$ cat config.mk
export PLATFORM = sky130hd
export DESIGN_NAME = product_bcd_converter
export DESIGN_NICKNAME = d
export VERILOG_FILES = /design/src/rtl/product_bcd_converter.sv
export SDC_FILE = /design/constraint.sdc
export NUM_CORES = 1
export LEC_CHECK = 0
export BUFFER_PORTS_ARGS = -buffer_cell sky130_fd_sc_hd__buf_2
export CORE_MARGIN = 2
export CORE_UTILIZATION = 44
export DETAILED_ROUTE_END_ITERATION = 12
export SYNTH_ARGS = -nofsm -noshare
export SYNTH_HDL_FRONTEND = slang
export SYNTH_SLANG_ARGS = --single-unit
$ cat constraint.sdc
create_clock -name clk -period 2 [get_ports clk]
set_clock_uncertainty 0.05 [all_clocks]
set_input_delay 0.4 -clock clk [delete_from_list [all_inputs] [get_ports clk]]
set_output_delay 0.4 -clock clk [all_outputs]
set_load 0.01 [all_outputs]
$ cat src/rtl/product_bcd_converter.sv
// Sequential double-dabble converter for the 2N-bit multiplier product, one bit per clock.
// Define PRODUCT_BCD_SEG_EN to add the registered active-low seven-segment output seg.
module product_bcd_converter #(
   parameter int unsigned N      = 4,
   parameter int unsigned DIGITS = 3
) (
   input  logic                  clk,
   input  logic                  rst_n,
   input  logic                  in_valid,
   output logic                  in_ready,
   input  logic [2*N-1:0]        product,
   output logic                  out_valid,
   output logic [4*DIGITS-1:0]   bcd,
   output logic                  overflow
`ifdef PRODUCT_BCD_SEG_EN
   ,
   output logic [7*DIGITS-1:0]   seg
`endif
);

   localparam int unsigned PW    = 2 * N;
   localparam int unsigned CNT_W = (PW > 1) ? $clog2(PW) : 1;
   localparam int unsigned BW    = 4 * DIGITS;

   typedef enum logic [1:0] {StIdle, StShift, StDone} state_e;

   state_e             state_q, state_d;
   logic [PW-1:0]      bin_q;
   logic [BW-1:0]      acc_q;
   logic [CNT_W-1:0]   cnt_q;
   logic               ovf_q;

   logic [BW-1:0]      acc_adj;
   logic [BW-1:0]      acc_sh;
   logic [PW-1:0]      bin_sh;
   logic               carry;
   logic               accept;
   logic               last;

   assign accept = (state_q == StIdle) && in_valid;
   assign last   = (state_q == StShift) && (cnt_q == CNT_W'(PW - 1));

   // State register
   always_ff @(posedge clk or negedge rst_n) begin
      if (!rst_n) state_q <= StIdle;
      else        state_q <= state_d;
   end

   // Next-state logic
   always_comb begin
      state_d = state_q;
      unique case (state_q)
         StIdle:  if (in_valid) state_d = StShift;
         StShift: if (last)     state_d = StDone;
         StDone:                state_d = StIdle;
         default:               state_d = StIdle;
      endcase
   end

   // Outputs decoded from state only
   always_comb begin
      in_ready  = (state_q == StIdle);
      out_valid = (state_q == StDone);
   end

   // Add-3 per digit (no inter-digit carry), then shift {acc, bin} left by one
   always_comb begin
      acc_adj = acc_q;
      for (int k = 0; k < int'(DIGITS); k++) begin
         if (acc_q[4*k +: 4] >= 4'd5) acc_adj[4*k +: 4] = acc_q[4*k +: 4] + 4'd3;
      end
      {carry, acc_sh, bin_sh} = {acc_adj, bin_q, 1'b0};
   end

`ifdef PRODUCT_BCD_SEG_EN
   function automatic logic [6:0] seg_decode(input logic [3:0] d);
      logic [6:0] s;
      case (d)
         4'd0:    s = 7'b1000000;
         4'd1:    s = 7'b1111001;
         4'd2:    s = 7'b0100100;
         4'd3:    s = 7'b0110000;
         4'd4:    s = 7'b0011001;
         4'd5:    s = 7'b0010010;
         4'd6:    s = 7'b0000010;
         4'd7:    s = 7'b1111000;
         4'd8:    s = 7'b0000000;
         4'd9:    s = 7'b0010000;
         default: s = 7'b1111111;
      endcase
      return s;
   endfunction

   logic [7*DIGITS-1:0] seg_d;

   always_comb begin
      seg_d = '0;
      for (int k = 0; k < int'(DIGITS); k++) seg_d[7*k +: 7] = seg_decode(acc_sh[4*k +: 4]);
   end
`endif

   always_ff @(posedge clk or negedge rst_n) begin
      if (!rst_n) begin
         bin_q    <= '0;
         acc_q    <= '0;
         cnt_q    <= '0;
         ovf_q    <= 1'b0;
         bcd      <= '0;
         overflow <= 1'b0;
`ifdef PRODUCT_BCD_SEG_EN
         seg      <= {DIGITS{7'b1000000}};
`endif
      end else if (accept) begin
         bin_q <= product;
         acc_q <= '0;
         cnt_q <= '0;
         ovf_q <= 1'b0;
      end else if (state_q == StShift) begin
         bin_q <= bin_sh;
         acc_q <= acc_sh;
         cnt_q <= cnt_q + CNT_W'(1);
         ovf_q <= ovf_q | carry;
         if (last) begin
            bcd      <= acc_sh;
            overflow <= ovf_q | carry;
`ifdef PRODUCT_BCD_SEG_EN
            seg      <= seg_d;
`endif
         end
      end
   end

endmodule

# == Word level (Yosys, flattened, before mapping) ==
# Index checks and enable logic that the tools add are counted.
# word_totals
register_bits,39
inputBits,11
out_inout_bits,15
word_cells,41
# classes
add_sub_neg,4
magnitude_cmp,3
n_eq_ne,5
n_mux,14
bitwise,2
n_reduce_logical,6
# ops
cell,n
$mux 12,2
$mux 8,2
$add 4x2->4 const B,3
$ge 4x3->1 const B,3
$mux 4,3
$mux 3,2
$mux 2,2
$ne 2x2->1 const B,2
$pmux 2 s2,1
$add 3x1->3 const B,1
$eq 3x3->1 const B,1
$reduce_and 3->1,1
$eq 2x1->1 const B,1
$eq 2x2->1 const B,1
$logic_and 1x1->1,2
$logic_not 2->1,1
$mux 1,2
$reduce_and 2->1,1
$reduce_bool 2->1,1
$not 1->1,1
$or 1x1->1,1

# == Depth between registers and ports, before layout ==
# depth
word_depth,5
depth_mapped,6
mapped_depth_nobuf,6

# == Least setup slack after synthesis ==
# Ideal clock, no wire load.
# synth_timing
kind,reg2reg
start,register acc_q[8]
end,register acc_q[10]
setup_ps,77
arrival_ps,1387
t_required_ps,1873
path_slack_ps,486
stages_incl_launch_ff,7
n_path_buf,0
period_less_slack_ps,1514
path_cell_list,dfrtp_1 inv_1 ha_1 nand2b_1 a21oi_1 mux2_2 o21ai_1
# synth_between
elab_chain_len,4
elab_cells_between_ends,5
classes_between,add/sub (1); order compare (1); mux (3)
# synth_lines
element,line_no,rtl
from (decl),29,logic [BW-1:0] acc_q;
from (signal assigned),120,acc_q <= acc_sh;
$add 4x2->4 or $ge 4x3->1 (tied branches),70,if (acc_q[4*k +: 4] >= 4'd5) acc_adj[4*k +: 4] = acc_q[4*k +: 4] + 4'd3;
$mux 4 *,70,
$mux 12 *,118,end else if (state_q == StShift) begin
$mux 12 *,113,end else if (accept) begin
# Every way passes the cells marked *; elsewhere a longest branch is shown, timed or not. The select of a mux whose other input is x is not followed.
# A chain may end at the register's enable or synchronous reset.

# == Worst setup path in the final report ==
# layout_timing
start,register acc_q[4]
end,register acc_q[6]
# Same word-level chain as after synthesis.

==> results.ini <==
[placement]
dpl.hpwl_microns = 2566
gp_routability_congestion = 0.7837
cell_area_placed_sq_um = 2016
io_buffer_count = 25

[status]
status = finished, final reports clean

[detailed_routing]
post_drt_wl_per_cell_microns = 14.25
initialDrtViolationCount = 67
vias_per_cell = 5.318
total_vias_in_the_final_route = 1372
router_iterations_before_antenna_repair = 4
detail-route-antenna-nets = 0
drt_drc_violations_left = 0
routed_wl_microns = 3677

[worst_setup_path]
cp_slowest_cell = sky130_fd_sc_hd__dfrtp_1
reg2reg_to = acc_q[6]
worstPathMaxFanout = 4
critical_path.endpoint = acc_q[6]
worst-r2r-cell-count = 6
crit_path_cell_trace = inv_1, ha_1, nand2b_1, a21oi_1, mux2_1, o21ai_1
crit_path_start = acc_q[4]
crit-reg2reg-launch = acc_q[4]
timing.critical_path.from_type = flop
timing.critical_path.depth = 6
path_class = flop to flop
critPathMaxStageDelay_ns = 0.41
cp-end-kind = flop
worstPathRequired_ns = 2.17
slack_of_the_worst_reg_to_reg_path_ns = 0.31
crit_family = flip-flops
crit_arrival_ns = 1.86
timing.critical_path.buf_inv = 1

[yosys]
async_flop_share_pct = 100.0
yosys_warnings = 0
synthDistinctLibCells = 29
seq_area_frac_synth_pct = 52.99
synth.ff_latch_count = 39
synth.cell_area_sq_um = 1842
syn-mean-instance-area_sq_um = 10.35
synth.largest_area_cell = sky130_fd_sc_hd__dfrtp_1
dominantRegCellSynth = sky130_fd_sc_hd__dfrtp_1
synth-edff-count = 0
syn_inst = 178
netlist_top_cells_area = sky130_fd_sc_hd__dfrtp_1 53%, sky130_fd_sc_hd__o21ai_1 6.3%, sky130_fd_sc_hd__nand2_1 6.1%, sky130_fd_sc_hd__ha_1 5.4%, sky130_fd_sc_hd__a22oi_1 2.9%
post-synth-top-count-cell = sky130_fd_sc_hd__dfrtp_1
synth.top_cell.area_share_pct = 52.99
yosys-top-cells-count = 39 x sky130_fd_sc_hd__dfrtp_1, 30 x sky130_fd_sc_hd__nand2_1, 23 x sky130_fd_sc_hd__o21ai_1
postSynthNetCount = 197

[global_routing]
grt_busiest_layer = met2
grt.total_usage_pct = 18.27
gr_met3_demand_resource_pct = 4.221
grt_max_degree = 40
grt_util_met2_pct = 28.13
grt_pass1_vias = 1349
grt_remaining_overflow = 0
gr-usage-met1_pct = 24.30
initial_antenna_violation_count = 0
first_pass_grt_wire_length_microns = 6299

[floorplan]
die_w_microns = 68.70
die-height_microns = 68.70
full_die_area_sq_um = 4720
core_region_sq_um = 4029
io_pins = 26
initial_utilization_pct = 45.71
placement_rows = 23

[clock_network]
cts_h_tree_depth = 2
clkSlewWorstSetupHoldPaths_ns = 0.07
insertion_delay_ns = 0.29
hold_buffers = 0
cts_tree = done
cts-buffers-inserted = 5
cts.root.buffer_cell = sky130_fd_sc_hd__clkbuf_8
clockBufferDepth = 2
cts_post_setup_buffers_inserted = 0
cts_sinks = 39
ctsResizeCount = 0

[timing]
setup_tns_ns = 0
timing.final.crit_share_pct = 84.48
period_minus_slack_ns = 1.690
finalHoldViolations = 0
fmax_ghz = 0.5918
setup_viol = 0
grt_setup_unrepaired = false
tightest_slew_ns = 0.9547
report.final.slew_viol_count = 0
slew_headroom_pct = 36.31

[pwr]
leakage_nw = 1.016
vdd_ir_drop_max_mv = 0.6942
pwr_density_cell_nw_per_um2 = 1610

[final_layout]
layout_overhead_on_the_synthesized_area_pct = 13.86
cell_area_after_layout_sq_um = 2097
fin_nets = 226
num_antenna_cells = 0
post_route_cells_drive_above_1_share_pct = 21.15

[job]
cap_viol_max_count = 0

[hold_path]
holdCritPathClass = input pin to asynchronous set/reset pin

-- flip-flops by register name, summed over array words and instances, names as in the netlist --
register	count
acc_q	12
bcd	12
bin_q	8
cnt_q	3
overflow	1
ovf_q	1
state_q	2
-- per-layer routing --
metal	vias to the layer above	part of all wire, %
li1	670	-
met5	-	0
met3	8	3.6
met4	0	2.0
met1	669	48
met2	25	47
-- worst register-to-register path: stages (launching register included) --
cell and delay (ns):
sky130_fd_sc_hd__dfrtp_1 0.41, sky130_fd_sc_hd__inv_1 0.10, sky130_fd_sc_hd__ha_1 0.21, sky130_fd_sc_hd__nand2b_1 0.08, sky130_fd_sc_hd__a21oi_1 0.25, sky130_fd_sc_hd__mux2_1 0.38
sky130_fd_sc_hd__o21ai_1 0.13
-- report_power, final --
group	internal, W	switching [W]	leakage (nW)
sequential	0.00113	0.000259	0.489
combinational	0.000676	0.000795	0.484
clock	0.000245	0.000269	0.0422
-- cells by family after synthesis --
logic type / Yosys count / synth area share (%)
compound gates: 54 / 18.21
xor+xnor: 3 / 1.427
fa+ha+maj: 8 / 5.435
buf+inv: 15 / 3.941
flops: 39 / 52.99
mux: 6 / 4.212
simple gates: 53 / 13.79
-- cell type report --
type                       instances  area [sq um]
inverter                           9         36.28
fill                             392          1932
clock buffer                       7         76.32
sequential                        39         975.9
tap                               50         62.56
multi-input combinational        124         793.3
timing repair buffer              28         147.6
clock inverter                     1         5.005
-- worst min path at each step --
stage / endpoint / slack, ns
6_report: bcd[6] / 0.1
5_1_grt: bcd[6] / 0.14
4_1_cts: bcd[6] / 0.12
3_5_place_dp: bcd[5] / 0.42
3_3_place_gp: bcd[8] / 0.41
2_1_floorplan: acc_q[0] / 0.05
-- through the flow --
| step | power [W] | cells | setup WS [ns] | util [%] | hold slack, ns |
|---|---|---|---|---|---|
| floorplan | 0.002462 | 178 | 0.4860 | - | 0.05441 |
| global placement | 0.002812 | 250 | 0.3878 | 50.03 | 0.4122 |
| detailed placement | 0.002896 | 250 | 0.3398 | 50.03 | 0.4204 |
| CTS | 0.003415 | 258 | 0.3090 | 52.05 | 0.1154 |
| global route | 0.003681 | 258 | 0.1649 | 52.05 | 0.1424 |
| finish | 0.003376 | 258 | 0.3103 | 52.05 | 0.09625 |
-- cells in the final DEF (no fill, tap or decap), types with 2 or more instances in the layout --
cell,count
sky130_fd_sc_hd__buf_2,25
sky130_fd_sc_hd__mux2_4,3
sky130_fd_sc_hd__nand2_1,30
sky130_fd_sc_hd__xnor2_1,3
sky130_fd_sc_hd__inv_1,7
sky130_fd_sc_hd__ha_1,8
sky130_fd_sc_hd__clkbuf_1,2
sky130_fd_sc_hd__a22o_1,5
sky130_fd_sc_hd__nand2b_1,5
sky130_fd_sc_hd__clkbuf_8,5
sky130_fd_sc_hd__o21ai_0,6
sky130_fd_sc_hd__nor3b_1,6
sky130_fd_sc_hd__o21ai_1,23
sky130_fd_sc_hd__a21oi_1,6
sky130_fd_sc_hd__a22oi_1,7
sky130_fd_sc_hd__dfrtp_1,39
sky130_fd_sc_hd__nor2_1,9
sky130_fd_sc_hd__a2bb2oi_1,5
sky130_fd_sc_hd__buf_4,3
Note: power is estimated with default switching activity, not from simulation.
